--- config.mk ---
export PLATFORM = sky130hd
export DESIGN_NAME = key_encoder
export DESIGN_NICKNAME = d
export VERILOG_FILES = /design/src/rtl/key_encoder_pkg.sv /design/src/rtl/key_debounce.sv /design/src/rtl/key_encoder.sv
export SDC_FILE = /design/constraint.sdc
export NUM_CORES = 1
export LEC_CHECK = 0
export BUFFER_PORTS_ARGS = -buffer_cell sky130_fd_sc_hd__buf_4
export CORE_MARGIN = 2
export CORE_UTILIZATION = 29
export CTS_CLUSTER_SIZE = 16
export DETAILED_ROUTE_END_ITERATION = 12
export PLACE_DENSITY = 0.44
export SYNTH_ARGS = -nofsm -noshare
export SYNTH_HDL_FRONTEND = slang
export SYNTH_SLANG_ARGS = --single-unit
--- constraint.sdc ---
create_clock -name clk -period 6 [get_ports clk]
set_input_delay 0.6 -clock clk [delete_from_list [all_inputs] [get_ports clk]]
set_output_delay 0.6 -clock clk [all_outputs]
set_load 0.02 [all_outputs]
--- src/rtl/key_encoder_pkg.sv ---
// Shared definitions for the key encoder and the decoder bench that consumes its code.
// Holds the default code width, the key-count derivation and the FSM state encodings.
package key_encoder_pkg;

  localparam int ENCODE_WIDTH_DEF = 3;

  typedef enum logic {
    IDLE   = 1'b0,
    LOCKED = 1'b1
  } enc_state_e;

  // Key count is always derived from the code width so the two can never disagree.
  function automatic int key_count(input int encode_width);
    return 1 << encode_width;
  endfunction

endpackage

--- src/rtl/key_debounce.sv ---
// One-key debouncer: 2-FF synchronizer on the raw active-low key, then a sample
// shift register that only flips the debounced level after a full run of equal samples.
module key_debounce #(
  parameter int STABLE_SAMPLES = 4
) (
  input  logic clk,
  input  logic rst,
  input  logic tick,
  input  logic key_n,
  output logic deb
);

  logic                      sync1_q;
  logic                      sync2_q;
  logic [STABLE_SAMPLES-1:0] shift_q;
  logic [STABLE_SAMPLES-1:0] shift_d;
  logic                      deb_q;
  logic                      deb_d;

  // Decision is taken on the post-shift value so deb moves on the same tick edge.
  always_comb begin
    shift_d = {shift_q[STABLE_SAMPLES-2:0], ~sync2_q};
    deb_d   = deb_q;
    if (&shift_d) begin
      deb_d = 1'b1;
    end else if (~|shift_d) begin
      deb_d = 1'b0;
    end
  end

  always_ff @(posedge clk or posedge rst) begin
    if (rst) begin
      sync1_q <= 1'b1;
      sync2_q <= 1'b1;
      shift_q <= '0;
      deb_q   <= 1'b0;
    end else begin
      sync1_q <= key_n;
      sync2_q <= sync1_q;
      if (tick) begin
        shift_q <= shift_d;
        deb_q   <= deb_d;
      end
    end
  end

  assign deb = deb_q;

endmodule

--- src/rtl/key_encoder.sv ---
// Debounced, priority-encoded keypad front end: reports the lowest newly pressed key
// once with a one-cycle strobe, then locks out further presses until all keys are up.
module key_encoder
  import key_encoder_pkg::*;
#(
  parameter  int ENCODE_WIDTH   = ENCODE_WIDTH_DEF,
  parameter  int TICK_DIV       = 50000,
  parameter  int STABLE_SAMPLES = 4,
  localparam int KEY_WIDTH      = key_count(ENCODE_WIDTH)
) (
  input  logic                    clk,
  input  logic                    rst,
  input  logic [KEY_WIDTH-1:0]    key_in,
  output logic [ENCODE_WIDTH-1:0] code_out,
  output logic                    code_valid,
  output logic                    held
);

  localparam int              CNT_W   = (TICK_DIV > 2) ? $clog2(TICK_DIV) : 1;
  localparam logic [CNT_W-1:0] CNT_MAX = CNT_W'(TICK_DIV - 1);

  logic [CNT_W-1:0]        cnt_q;
  logic [CNT_W-1:0]        cnt_d;
  logic                    tick;
  logic [KEY_WIDTH-1:0]    deb;
  logic [KEY_WIDTH-1:0]    deb_q;
  logic [KEY_WIDTH-1:0]    press;
  logic [ENCODE_WIDTH-1:0] win_idx;
  enc_state_e              state_q;
  logic [ENCODE_WIDTH-1:0] code_q;
  logic                    valid_q;
  logic                    held_q;

  assign tick  = (cnt_q == CNT_MAX);
  assign cnt_d = tick ? '0 : cnt_q + 1'b1;

  always_ff @(posedge clk or posedge rst) begin
    if (rst) begin
      cnt_q <= '0;
      deb_q <= '0;
    end else begin
      cnt_q <= cnt_d;
      deb_q <= deb;
    end
  end

  for (genvar g = 0; g < KEY_WIDTH; g++) begin : g_key
    key_debounce #(
      .STABLE_SAMPLES(STABLE_SAMPLES)
    ) u_debounce (
      .clk  (clk),
      .rst  (rst),
      .tick (tick),
      .key_n(key_in[g]),
      .deb  (deb[g])
    );
  end

  assign press = deb & ~deb_q;

  // Scan from the top so the lowest asserted index is the one left standing.
  always_comb begin
    win_idx = '0;
    for (int i = KEY_WIDTH - 1; i >= 0; i--) begin
      if (press[i]) begin
        win_idx = ENCODE_WIDTH'(i);
      end
    end
  end

  always_ff @(posedge clk or posedge rst) begin
    if (rst) begin
      state_q <= IDLE;
      code_q  <= '0;
      valid_q <= 1'b0;
      held_q  <= 1'b0;
    end else begin
      valid_q <= 1'b0;
      held_q  <= |deb;
      case (state_q)
        IDLE: begin
          if (|press) begin
            code_q  <= win_idx;
            valid_q <= 1'b1;
            state_q <= LOCKED;
          end
        end
        LOCKED: begin
          if (deb == '0) begin
            state_q <= IDLE;
          end
        end
        default: state_q <= IDLE;
      endcase
    end
  end

  assign code_out   = code_q;
  assign code_valid = valid_q;
  assign held       = held_q;

endmodule
Word level (Yosys, flattened, before mapping)
Cells that the tools add are included.

Register bits: 78. Output and inout bits: 5.

Add/subtract/negate cells: 1. Equal/unequal tests: 9. Muxes and demuxes: 29. Bitwise operators: 11. Reduce and logical (&&, ||, !) cells: 28.

Operators by type and width (number): 4-bit AND reduction (8); 4-bit OR reduction (8); 3-bit two-way mux (8); 1-bit two-way mux (19); 2-bit AND reduction (9); 16-bit by 1-bit adder with 16-bit output (second input constant) (1); 16-bit equality test (second input constant) (1); 16-bit two-way mux (1); 2-bit by 1-bit != test with 1-bit output (second input constant) (8); 8-bit OR reduction (2); 1-bit NOT (9); 8-bit AND (1); 8-bit logical NOT (1); 8-bit NOT (1); 1-bit case mux with 2 select lines (1).

Depth between registers and ports, before layout
Gate-level depths: netlist of run 1.

Depth in word-level cells: 10. Mapped depth: 7.

Hierarchy
Synthesis of run 1 repeated with hierarchy kept, for this count alone.

Cells, all modules: 236. Area, all modules: 3042.9 µm².

Modules (own cells, without submodules): key_debounce (instances 8, cells an instance 15, area an instance 216.5 µm²); key_encoder (instances 1, cells an instance 116, area an instance 1311.3 µm²).

Least setup slack after synthesis of run 1
Ideal clock, no wire load.

Kind: flip-flop to flip-flop. Start point: register cnt_q[0]. End point: register g_key[0].u_debounce.deb_q. Library setup time: 0.130 ns. Arrival: 1.495 ns. Data required time: 5.870 ns. Path slack: 4.375 ns. Cell stages (with the launch flop): 7. Path buffers: 1. Cells stage by stage: dfrtp_1 -> ha_1 -> nand3_1 -> nand4b_1 -> buf_2 -> o41ai_1 -> a21oi_1.

Longest elaborated chain between the ends: 2.

Ends and longest elaborated chain: start, declared (line key_encoder.sv:22) `logic [CNT_W-1:0] cnt_q;`; start signal, assigned (line key_encoder.sv:42) `cnt_q <= cnt_d;`; 16-bit equality test (line key_encoder.sv:34) `assign tick = (cnt_q == CNT_MAX);`; 2-bit AND reduction (no line); end signal, assigned (line key_debounce.sv:36) `deb_q <= 1'b0;`; end signal, assigned (line key_debounce.sv:42) `deb_q <= deb_d;`; end, declared (line key_debounce.sv:17) `logic deb_q;`.

Every way passes these cells. A chain may end at the register's enable or synchronous reset.

Worst setup path in the final report of run 1
Start point: register cnt_q[0]. End point: register g_key[2].u_debounce.deb_q.

Longest elaborated chain between the ends: 2.

Ends and longest elaborated chain (line): 16-bit equality test (key_encoder.sv:34); 2-bit AND reduction (no line); end signal, assigned (key_debounce.sv:36); end signal, assigned (key_debounce.sv:42); end, declared (key_debounce.sv:17).

Every way passes these cells.

==> results.md, run 1 <==
- The detailed router placed 1,911 vias in this run.
- The number of cells on the worst reg-to-reg path is 5.
- The number of nets handed over by synthesis was 280.
- The path with the worst hold slack has its endpoint at g_key[4].u_debounce.sync1_q$_DFF_PP1_.
- Across the routed clock network, the largest skew measured is 0.0151 ns.
- The launch instance of the worst min-delay path is key_in[4].
- The remaining global-route overflow is 0.
- For the worst-skew pair, the clock arrives at the later sink with an insertion delay of 0.36 ns.
- The via count of the first global-routing pass was 2,020.
- The initial antenna violation count is 0.
- The library cell used as clock root buffer is sky130_fd_sc_hd__clkbuf_8.
- The share of layout cells above drive strength 1 is 0.184.
- Detailed placement finished with a half-perimeter wire length of 3260 um.
- The run finished with clean final reports.
- The register clock-pin slew on the reported worst setup and hold paths is 0.08 ns.
- The total of endpoints with negative setup slack in the final report is 0.
- Power comes to 0.984 mW.
- In this run the vertical extent of the chip is 106 um.
- The residual antenna-violating net count after detailed routing is 0.
- The slowest stage of the critical path is the sky130_fd_sc_hd__and4b_1 cell.
- The final layout contains 300 nets.
- Static timing analysis puts the maximum clock frequency at 0.423 GHz.
- The number of antenna cells inserted is 0.
- The signal on the critical path passes through ha_1 -> nand3_1 -> and4b_1 -> a31oi_1 -> o22a_1.
- For this design the static power due to leakage is 1.68 nW.
- Relative to the synthesized area, the layout overhead comes to 15.6%.
- Dividing the detail-routed via count by the number of cells gives 4.44.
- sky130_fd_sc_hd__dfrtp_1 takes more of the synthesized area than any other cell.
- The number of warnings reported in the yosys synthesis log is 0.
- The first routing iteration left 75 violations.
- The first-pass GRT wire length is roughly 9600 um.
- The share of synthesized area in the top cell type comes to 0.512.
- The worst vdd rail ir drop is 0.0831 mV.
- Headroom to the max-slew limit came out at 0.236.
- TritonCTS built the clock tree.
- The depth of the worst hold-timing path is 1.
- The sum of negative setup slack is 0 ns.
- The row count is 37.
- The endpoint identified for the worst register-to-register timing path is g_key[2].u_debounce.deb$_DFFE_PP0P_.
- Buffers inserted to repair hold after CTS numbered 0.
- The clock period could shrink to approximately 2.4 ns.
- In this run the count of I/O pins placed on the die edge is 15.
- The first detailed-routing pass took 4 iterations.
- Broken down by cell family, the worst path's largest delay share belongs to simple AND/OR/NAND/NOR gates.
- After synthesis, the cell types taking the most area are sky130_fd_sc_hd__dfrtp_1 51%, sky130_fd_sc_hd__dfstp_2 14%, sky130_fd_sc_hd__nand2_1 8.5%, sky130_fd_sc_hd__o22a_1 1.7%, sky130_fd_sc_hd__o21ai_0 1.5%.
- The starting utilization of the core area is 0.296.
- The number of distinct library cells after synthesis is ~40.
- The delay contributed by the slowest stage of the critical path is 1.05 ns.
- The final max-slew violation count is 0.
- The critical path crosses 5 cells after its start point.
- The maximum buffer depth of the clock tree is 2.
- The critical path arrival is about 2.6 ns.
- The startpoint kind of the worst setup timing path is a flop.
- For the pin with the worst max-slew slack, the measured transition is 1.15 ns.
- The die covers 0.0113 sq mm.
- The required time of the worst setup path is 6.25 ns.
- The average routed wire per standard cell is around 12 um.
- The top fanout value on the critical path is 31.
- The worst setup path is captured at a flop.
- The routability-driven placement congestion ratio is roughly 0.72.
- The number of post-CTS setup repair buffers is 0.
- The setup slack on the worst flop-to-flop path is 3.64 ns.
- The region available for standard cell placement spans 0.0102 sq mm.
- The die boundary width is 106 um.
- The clock sink count is 78.
- The sum of routed wire length over all layers is 5230 um.
- The number of flip-flops and latches in the synthesized netlist is 78.
- The largest net degree at the start of global routing is 79.
- The number of clock buffers added by TritonCTS is 9.
- The source of the worst register-to-register timing path is cnt_q[0]$_DFF_PP0_.
- The count of final hold-check violations is 0.
- By startpoint and endpoint, the worst setup path is classified as reg2reg.
- Setup repair after global routing left no endpoint under its margin.
- In the finished design, the share of the clock period the worst path needs comes to 0.394.
- The min-delay analysis places its worst path in the category in2reg.
- The average instance in the mapped netlist occupies 11.3 sq um.
- For this run, the register share of the synthesized area comes to 0.650.
- The total standard cell area after synthesis is 0.00303 sq mm.
- In the global route stage, overall resource usage came out at 0.111.
- In this run the power density over the cells is 281 mW/mm^2.
- The number of I/O port buffers is 14.
- Synthesis produced 269 cells.
- The tool flagged a number of max-cap violations equal to 0.
- After clock tree synthesis, the repair step resized 0 gates.
- The count of buffering cells on the critical path with inverters included is 0.
- The H-tree was split into 3 levels.
- The post-route DRC violation count is 0.
==> cells in the final DEF (no fill, tap or decap), types with 5 or more instances in the layout <==
cell type,instances
sky130_fd_sc_hd__a21oi_1,7
sky130_fd_sc_hd__a31oi_1,6
sky130_fd_sc_hd__buf_4,16
sky130_fd_sc_hd__clkbuf_8,10
sky130_fd_sc_hd__dfrtp_1,62
sky130_fd_sc_hd__dfstp_2,16
sky130_fd_sc_hd__inv_1,7
sky130_fd_sc_hd__nand2_1,69
sky130_fd_sc_hd__nand3_1,7
sky130_fd_sc_hd__nor2_1,11
sky130_fd_sc_hd__nor2b_1,6
sky130_fd_sc_hd__nor3_1,7
sky130_fd_sc_hd__o21ai_0,9
sky130_fd_sc_hd__o22a_1,6
sky130_fd_sc_hd__xnor2_1,5
sky130_fd_sc_hd__xor2_1,5
==> registers in the layout, summed over array words and instances (netlist names), 3 cells and up <==
signal,count
g_key.u_debounce.shift_q,24
cnt_q,16
deb_q,8
g_key.u_debounce.deb,8
g_key.u_debounce.sync1_q,8
g_key.u_debounce.sync2_q,8
code_out,3
==> cell usage after synthesis (all sizes together) <==
library cell,instances
a41oi,4
nand2b,4
nand3,7
clkbuf,2
a2111oi,1
nor4bb,1
o22a,6
and2,1
nand4b,1
nor2b,6
nor3,7
and4b,1
o21ai,10
and4bb,2
o41ai,3
o32ai,1
o211a,1
and3,2
xor2,5
inv,8
ha,1
a211oi,1
a31oi,6
nor2,11
dfrtp,62
dfstp,16
buf,5
xnor2,5
nor4b,1
a22o,1
a21oi,7
or2,1
nand2,69
or3,1
a21o,1
mux2,1
mux2i,2
nor4,5
==> worst max path at each step <==
stage                                  start                             endpoint
final                     cnt_q[0]$_DFF_PP0_  g_key[2].u_debounce.deb$_DFFE_PP0P_
after global routing      cnt_q[0]$_DFF_PP0_  g_key[5].u_debounce.deb$_DFFE_PP0P_
after CTS                 cnt_q[0]$_DFF_PP0_  g_key[1].u_debounce.deb$_DFFE_PP0P_
after detailed placement  cnt_q[0]$_DFF_PP0_  g_key[5].u_debounce.deb$_DFFE_PP0P_
after global placement    cnt_q[0]$_DFF_PP0_  g_key[3].u_debounce.deb$_DFFE_PP0P_
after floorplan                          rst                   cnt_q[0]$_DFF_PP0_
==> per-layer routing <==
layer,wire length [um],up-vias,track usage
met2,2270,19,0.163
met5,0,-,0
met3,147,10,0.0313
li1,-,961,-
met4,142,0,0.0677
met1,2660,921,0.146
==> worst reg2reg max path: stages (launching register included) <==
cell and delay, ns:
sky130_fd_sc_hd__dfrtp_1 0.41, sky130_fd_sc_hd__ha_1 0.23, sky130_fd_sc_hd__nand3_1 0.14, sky130_fd_sc_hd__and4b_1 1.05
sky130_fd_sc_hd__a31oi_1 0.20, sky130_fd_sc_hd__o22a_1 0.24
==> per-stage QoR <==
| step | instances | utilization | hold WS (ns) | area, sq um | worst slack (ns) |
|---|---|---|---|---|---|
| after floorplan | 269 | - | 0.345 | 3030 | 3.43 |
| after global placement | 414 | 0.322 | 0.345 | 3290 | 3.66 |
| after detailed placement | 414 | 0.322 | 0.347 | 3290 | 3.61 |
| after CTS | 430 | 0.343 | 0.329 | 3510 | 3.60 |
| after global routing | 430 | 0.343 | 0.324 | 3510 | 3.33 |
| final | 430 | 0.343 | 0.352 | 3510 | 3.64 |
==> cells by family after synthesis <==
group | count (synthesis) | share of synthesized area
AND/OR/NAND/NOR | 120 | 0.188
buffers and inverters | 15 | 0.0215
multiplexers | 3 | 0.0103
XOR/XNOR | 10 | 0.0289
flip-flops | 78 | 0.650
AO/OA/AOI/OAI | 42 | 0.0969
adder cells (fa/ha/maj) | 1 | 0.00412
==> cell type report <==
cell class              count  area, sq um
fillers                  1012         6720
multi-input cells         176          996
repair buffers             16          120
well taps                 136          170
inverters                   8         31.3
clock buffers              12          145
clock inverters             4         72.6
flip-flops and latches     78         1970
==> where the power goes <==
group	switching [mW]	internal, mW
clock	0.186	0.245
combinational	0.0109	0.00440
sequential	0.00260	0.535
total	0.199	0.785
No activity file was read; power rests on OpenSTA's default activity.
==> inputs of run 2 (changes only) <==
==> constraint.sdc (replaced) <==
create_clock -name clk -period 2.35 [get_ports clk]
set_input_delay 0.235 -clock clk [delete_from_list [all_inputs] [get_ports clk]]
set_output_delay 0.235 -clock clk [all_outputs]
set_load 0.02 [all_outputs]
==> run 2 against run 1 <==
  * Largest power group unchanged
  * Fmax grew 30%
  * Combinational power grew to 3.5 times the previous value
  * Core utilization grew 1.4 points
  * Worst hold slack gained 0.0052 ns
  * Final area grew 4.2%
  * Highest routed layer unchanged
==> results.md, run 2 (synthesis gave the netlist of run 1 again) <==
- Setup violations remaining at the end of the flow were counted as 0.
- The post-route DRC violation count is 0.
- After routing the design area is about 0.0037 sq mm.
- The core utilization of the finished layout is 0.357.
- The clock sink count is between 70 and 80.
- The number of buffers created by CTS is 9.
- Along the worst path, the maximum fanout reaches 31.
- For the final routed database, the setup TNS stands at 0 ns.
- The relative slew slack is 0.641.
- In the finished design, the share of the clock period the worst path needs comes to 0.773.
- The overall track demand over capacity in global routing is 0.107.
- The detailed-placement wirelength estimate is 3360 um.
- Counting tap cells, the placed design contains a total of between 400 and 500 instances.
- The core region is 0.0102 sq mm.
- The library cells used most frequently in the layout, excluding fill and tap cells, are 69 x sky130_fd_sc_hd__nand2_1, 62 x sky130_fd_sc_hd__dfrtp_1, 17 x sky130_fd_sc_hd__buf_4.
- The starting utilization of the core area is 0.296.
- Clock skew on the completed layout was measured at 0.0110 ns.
- The first-pass GRT wire length is 9490 um.
- The area occupied by multi-input gates is approximately 1000 sq um.
- The register clock-pin slew on the reported worst setup and hold paths is 0.08 ns.
- The row count is 37.
- Setup repair after global routing left no endpoint under its margin.
- The most common cell after layout, fill and taps aside is sky130_fd_sc_hd__nand2_1.
- The number of I/O port buffers is 14.
- Clock tree synthesis selected as its root buffer the cell sky130_fd_sc_hd__clkbuf_8.
- The via count of the first global-routing pass came to 1,965.
- The synthesis-to-finish area growth is 20.5%.
- The sum of routed wire length over all layers is 5270 um.
- The worst hold path begins at g_key[6].u_debounce.sync1_q$_DFF_PP1_.
- The detailed router finished its first iteration with slightly below 80 violations.
- STA classifies the critical path startpoint as a flop.
- The final net count is 311.
- The worst vdd rail ir drop is 0.310 mV.
- The filler cell count in the final layout is 1,001.
- The clock period minus final worst setup slack is ~1.8 ns.
- The initial antenna violation count is 0.
- The path type of the worst min-delay path is reg2reg.
- The total overflow left after global routing is 0.
- The floorplan step defined a die boundary enclosing approximately 0.011 sq mm.
- Max-cap violations in this run came to 0.
- The iteration count of the initial detailed-routing pass is 4.
- For the worst setup path, the data required time is 2.58 ns.
- The largest single stage delay on the critical path is 0.40 ns.
- Dividing the detail-routed wire length by the instance count gives 12.0 um.
- Walking the worst path, the cells encountered are ha_1 -> nand3_1 -> and4b_1 -> buf_4 -> a31oi_1 -> o22a_1.
- The largest registers in the layout are g_key.u_debounce.shift_q x24, cnt_q x16.
- The run finished with clean final reports.
- The slowest cell on the critical path is sky130_fd_sc_hd__dfrtp_1.
- At the pin with the least slew margin, the transition time is approximately 0.54 ns.
- The final max-slew violation count came to 0.
- The TritonCTS clock tree is yes.
- The total number of vias is 1,984.
- Entering global routing, the biggest net connects 50 pins.
- The kind of critical path is reg2reg.
- The origin of the worst setup path is cnt_q[0]$_DFF_PP0_.
- The largest register by flop count is g_key.u_debounce.shift_q.
- The number of flip-flops in the largest register is 24.
- The number of setup buffers added after CTS is 0.
- The source of the worst register-to-register timing path is cnt_q[0]$_DFF_PP0_.
- The pre-CTS worst setup slack is 0.546 ns.
- The number of antenna diodes in the final layout is 0.
- The clock latency at the later pin of the worst-skew pair is 0.34 ns.
- The die boundary width is 106 um.
- At the end of routability-driven placement, the weighted congestion stood at 0.726.
- Of the cells placed in the final design, the portion with a size suffix greater than 1 is 0.187.
- Once the clock tree was built, the resizer swapped 0 gates to a different size.
- The post-place instance area is around 0.0033 sq mm.
- Excluding fillers, the count of instances in the completed layout stands at between 400 and 500.
- The leakage dissipation is 1.74 nW.
- Registers take 0.00197 sq mm.
- The highest attainable clock frequency is 0.551 GHz.
- Data on the critical path arrives at its endpoint at 2.04 ns.
- The worst hold slack is 0.357 ns.
- After detailed routing, the number of vias per cell comes to 4.50.
- The number of top-level pins is 15.
- The total number of H-tree levels is 3.
- The residual antenna-violating net count after detailed routing is 0.
- The height of the chip is 106 um.
- The type of element capturing the critical path is a flop.
- In this run the deepest clock path goes through 2 buffers.
- The count of final hold-check violations came to 0.
- In the post-route analysis, the smallest setup slack over all paths is 0.534 ns.
- The total power after layout is 2.64 mW.
- The total power per unit cell area is 723 mW/mm^2.
[run 2: changes by cell type in the layout (fill, tap and decap cells not counted)]
cell                            delta
sky130_fd_sc_hd__buf_12            +1
sky130_fd_sc_hd__clkinv_4          +1
sky130_fd_sc_hd__dlygate4sd3_1     +9
sky130_fd_sc_hd__buf_4             +1
sky130_fd_sc_hd__clkbuf_1          -1
sky130_fd_sc_hd__bufinv_16         +1
sky130_fd_sc_hd__clkinv_2          -1
[run 2: final timing paths]
check | endpoint | slack [ns] | cells after the start
hold / removal | g_key[6].u_debounce.sync2_q$_DFF_PP1_ | 0.36 | 0
min in group asynchronous | g_key[7].u_debounce.shift_q[1]$_DFFE_PP0N_ | 0.48 | 3
hold reg to reg | g_key[6].u_debounce.sync2_q$_DFF_PP1_ | 0.36 | 0
max in group asynchronous | g_key[3].u_debounce.sync2_q$_DFF_PP1_ | 1.18 | 4
setup / recovery | g_key[4].u_debounce.deb$_DFFE_PP0P_ | 0.53 | 6
setup reg to reg | g_key[4].u_debounce.deb$_DFFE_PP0P_ | 0.53 | 6
[run 2: area by class of cell]
cell class,count,share of cell area
clock buffer,11,0.0387
timing repair buffer,27,0.0650
clock inverter,5,0.0291
tap,136,0.0466
sequential,78,0.540
inverter,8,0.00856
multi-input combinational,176,0.273
[run 2: timing repair]
action / CTS / global route
hold endpoints to repair: 31 / 0
hold buffers: 9 / 0
endpoints found under the setup margin: 0 / 0
[run 2: per-layer routing]
layer,up-vias,routed length [um],GRT usage
li1,989,-,-
met5,-,0,0
met2,25,2420,0.162
met4,0,113,0.0648
met1,961,2600,0.141
met3,9,136,0.0239
[run 2: worst max-delay path: cells and delay by family (launching register included)]
kind                       cells  cell delay, ns
buffers and inverters          1            0.33
adders and majority gates      1            0.22
DFF                            1            0.40
AOI/OAI and AO/OA              2            0.35
and+or+nand+nor                2            0.40
[run 2: report_power, final]
part	internal (mW)	switching, mW
clock	0.737	0.478
combinational	0.0233	0.0309
sequential	1.37	0.00702
==> inputs of run 3 (changes only) <==
==> constraint.sdc (replaced) <==
create_clock -name clk -period 1.8 [get_ports clk]
set_input_delay 0.18 -clock clk [delete_from_list [all_inputs] [get_ports clk]]
set_output_delay 0.18 -clock clk [all_outputs]
set_load 0.02 [all_outputs]
==> run 3 against run 2 <==
  * Die area is the same
  * Final cell count up 3.6%
  * Sequential power grew 31%
  * Clock power increased by 19%
  * Global-route usage rose by 0.25 points
  * Setup slack got worse by 0.45 ns
  * Clock skew about the same
  * Final area up 5.1%
  * Combinational power is 34% higher
  * Critical endpoint is now g_key[6].u_debounce.deb$_DFFE_PP0P_
  * Highest routed layer unchanged
==> results.md, run 3 (synthesis gave the netlist of run 1 again) <==
- The detail route stage leaves a number of antenna-violating nets equal to 0.
- The total number of H-tree levels is 3.
- For this block, the initial DRC count from the detailed router was 107.
- The count of final hold-check violations is 0.
- The total power per unit cell area is 863 mW/mm^2.
- The die boundary width is 106 um.
- The most common cell after layout, fill and taps aside is sky130_fd_sc_hd__nand2_1.
- The clock sink count is 78.
- Summed over all cells, the static leakage comes to 1.84 nW.
- The min-delay analysis places its worst path in the category reg2reg.
- The height of the chip is 106 um.
- IR analysis of the VDD net gives a maximum drop of 0.298 mV.
- Leaving out fill and tap cells, the most frequent cells in the layout are 69 x sky130_fd_sc_hd__nand2_1, 62 x sky130_fd_sc_hd__dfrtp_1, 28 x sky130_fd_sc_hd__buf_4.
- In this run the critical register-to-register path is launched from cnt_q[0]$_DFF_PP0_.
- Port buffering added 14 buffers.
- The combinational share of power is 0.022.
- The largest register by flop count is g_key.u_debounce.shift_q.
- The required time of the worst setup path is 2.02 ns.
- The setup check on the worst reg-to-reg path leaves a slack of 0.08 ns.
- The final max-slew violation count is 0.
- The number of buffers created by CTS is 9.
- The worst register-to-register path ends at g_key[6].u_debounce.deb$_DFFE_PP0P_.
- The count of cells in the finished layout, fillers not included, comes to 457.
- The repair_antennas step left the layout with diodes totalling 0.
- Based on the critical path, the design can be clocked at up to 0.582 GHz.
- During I/O placement, the number of pins put on the boundary was 15.
- The clock skew is 0.0106 ns.
- The starting utilization of the core area is 0.296.
- In this run, placement finished with an instance count of 426.
- The pre-CTS worst setup slack is 0.115 ns.
- Clock tree synthesis selected as its root buffer the cell sky130_fd_sc_hd__clkbuf_8.
- The via density per instance is roughly 4.6.
- The clock latency at the later pin of the worst-skew pair is 0.34 ns.
- The congestion estimate from routability-driven global placement came to 0.748.
- Relative to the synthesized area, the layout overhead comes to 26.7%.
- The clock group share of total power is 0.437.
- The internal power of the cells totals 2.63 mW.
- The depth of the worst hold-timing path is 0.
- Fill cells in the final layout number 984.
- Setup violations remaining at the end of the flow were counted as 0.
- The tool flagged a number of max-cap violations equal to 0.
- The power dissipated by switching net loads is slightly below 0.7 mW.
- Subtracting the final worst setup slack from the clock period gives 1.72 ns.
- Of the total power, registers draw 0.541.
- The flow ran to the end, and the final reports show no timing, DRC or antenna violations.
- The type of element capturing the critical path is a flop.
- The worst hold slack is around 0.35 ns.
- After global routing the overflow that remains totals 0.
- The final net count is 327.
- The die covers roughly 0.011 sq mm.
- In this run the tightest slew margin relative to its limit is 0.690.
- The TritonCTS clock tree is yes.
- In the final layout, the registers with the most flip-flops are g_key.u_debounce.shift_q x24, cnt_q x16.
- The maximum buffer depth of the clock tree is 2.
- The detailed-placement wirelength estimate is roughly 3600 um.
- In this run the worst setup path begins at cnt_q[0]$_DFF_PP0_.
- Of all nets on the critical path, the largest fanout is 5.
- The final layout contains routed wiring with a total length of 5880 um.
- The register with the most flip-flops in the layout has 24 of them.
- The startpoint kind of the worst setup timing path is a flop.
- STA puts the critical path data arrival time at 1.94 ns.
- Setup slack on the critical path of the routed design comes to 0.0821 ns.
- For the worst flop-to-flop path, the logic depth is 7.
- The first global-routing pass estimated 9830 um of wire.
- The initial antenna violation count was 0.
- The final route contains 2,082 vias.
- Before antenna repair, the detailed router went through 4 iterations.
- The share of layout cells above drive strength 1 is 0.240.
- The row count is 37.
- Of the total power, the share spent switching nets is 0.207.
- Dividing the detail-routed wire length by the instance count gives 12.9 um.
- Entering global routing, the biggest net connects 40 pins.
- The share of the clock period used by the worst path after layout is 0.954.
- After detailed routing, the number of remaining DRC violations is 0.
- After detailed placement, the total cell area comes to 0.00342 sq mm.
- The via count of the first global-routing pass is 2,042.
- The overall track demand over capacity in global routing is 0.110.
- The kind of critical path is reg2reg.
- The area of the core is between 0.01 and 0.015 sq mm.
- Adding up every negative setup slack in the final design gives 0 ns.
- The transition time of the tightest slew-check pin is 0.463 ns.
- The worst hold path terminates at g_key[6].u_debounce.sync2_q$_DFF_PP1_.
- After routing the design area is 0.00384 sq mm.
- Clock-pin slew was measured on the worst setup and hold paths at ~0.09 ns.
- The startpoint identified for the worst hold timing path is g_key[6].u_debounce.sync1_q$_DFF_PP1_.
[run 3: changes by cell type in the layout (fill, tap and decap cells not counted), moves of 2 or more]
cell                         delta
sky130_fd_sc_hd__buf_12         +2
sky130_fd_sc_hd__clkinvlp_4     +2
sky130_fd_sc_hd__buf_4         +11
sky130_fd_sc_hd__clkbuf_16      +3
[run 3: power groups by stage]
stage | Combinational, mW | Clock (mW) | Sequential (mW)
after floorplan | 0.0273 | 0 | 1.82
after global placement | 0.0615 | 0 | 1.83
after detailed placement | 0.0618 | 0 | 1.83
after CTS | 0.0768 | 1.50 | 1.79
after global routing | 0.0831 | 1.58 | 1.80
final | 0.0728 | 1.45 | 1.79
[run 3: metrics by stage]
stage          total power, mW   util
3_5_place_dp              1.89  0.334
6_report                  3.31  0.375
2_1_floorplan             1.85      -
3_3_place_gp              1.89  0.334
4_1_cts                   3.37  0.365
5_1_grt                   3.46  0.375
[run 3: worst max-delay path by stage]
stage | endpoint | cells past startpoint
final | g_key[6].u_debounce.deb$_DFFE_PP0P_ | 7
after global routing | g_key[0].u_debounce.deb$_DFFE_PP0P_ | 7
after detailed placement | g_key[7].u_debounce.deb$_DFFE_PP0P_ | 6
after global placement | g_key[6].u_debounce.deb$_DFFE_PP0P_ | 6
after floorplan | g_key[0].u_debounce.deb$_DFFE_PP0P_ | 6
after CTS | g_key[7].u_debounce.deb$_DFFE_PP0P_ | 6
[run 3: timing repair]
item                                   in CTS  in global routing
hold buffers                                9                  0
buffers inserted                            0                  3
resized for setup                           0                  3
setup endpoints to repair                   0                  5
endpoints found under the hold margin      20                  0
[run 3: worst max-delay path, cell delays in order, from the launching register on]
cell and delay (ns):
sky130_fd_sc_hd__dfrtp_1 0.36, sky130_fd_sc_hd__ha_2 0.20, sky130_fd_sc_hd__nand3_1 0.14, sky130_fd_sc_hd__nand4b_1 0.23, sky130_fd_sc_hd__buf_4 0.19, sky130_fd_sc_hd__buf_12 0.13, sky130_fd_sc_hd__o41ai_1 0.23, sky130_fd_sc_hd__a21oi_1 0.11
[run 3: cell type report]
class                   instances  area (sq um)  share of cell area
clock inverters                 6          85.1              0.0221
clock buffers                  10           138              0.0358
well taps                     136           170              0.0443
multi-input cells             176          1010               0.262
inverters                       8          33.8             0.00879
repair buffers                 43           435               0.113
flip-flops and latches         78          1970               0.513
[run 3: per-layer routing]
metal | GRT usage | part of all wire
met1 | 0.154 | 0.50
met2 | 0.158 | 0.45
met3 | 0.0251 | 0.029
met4 | 0.0583 | 0.019
met5 | 0 | 0
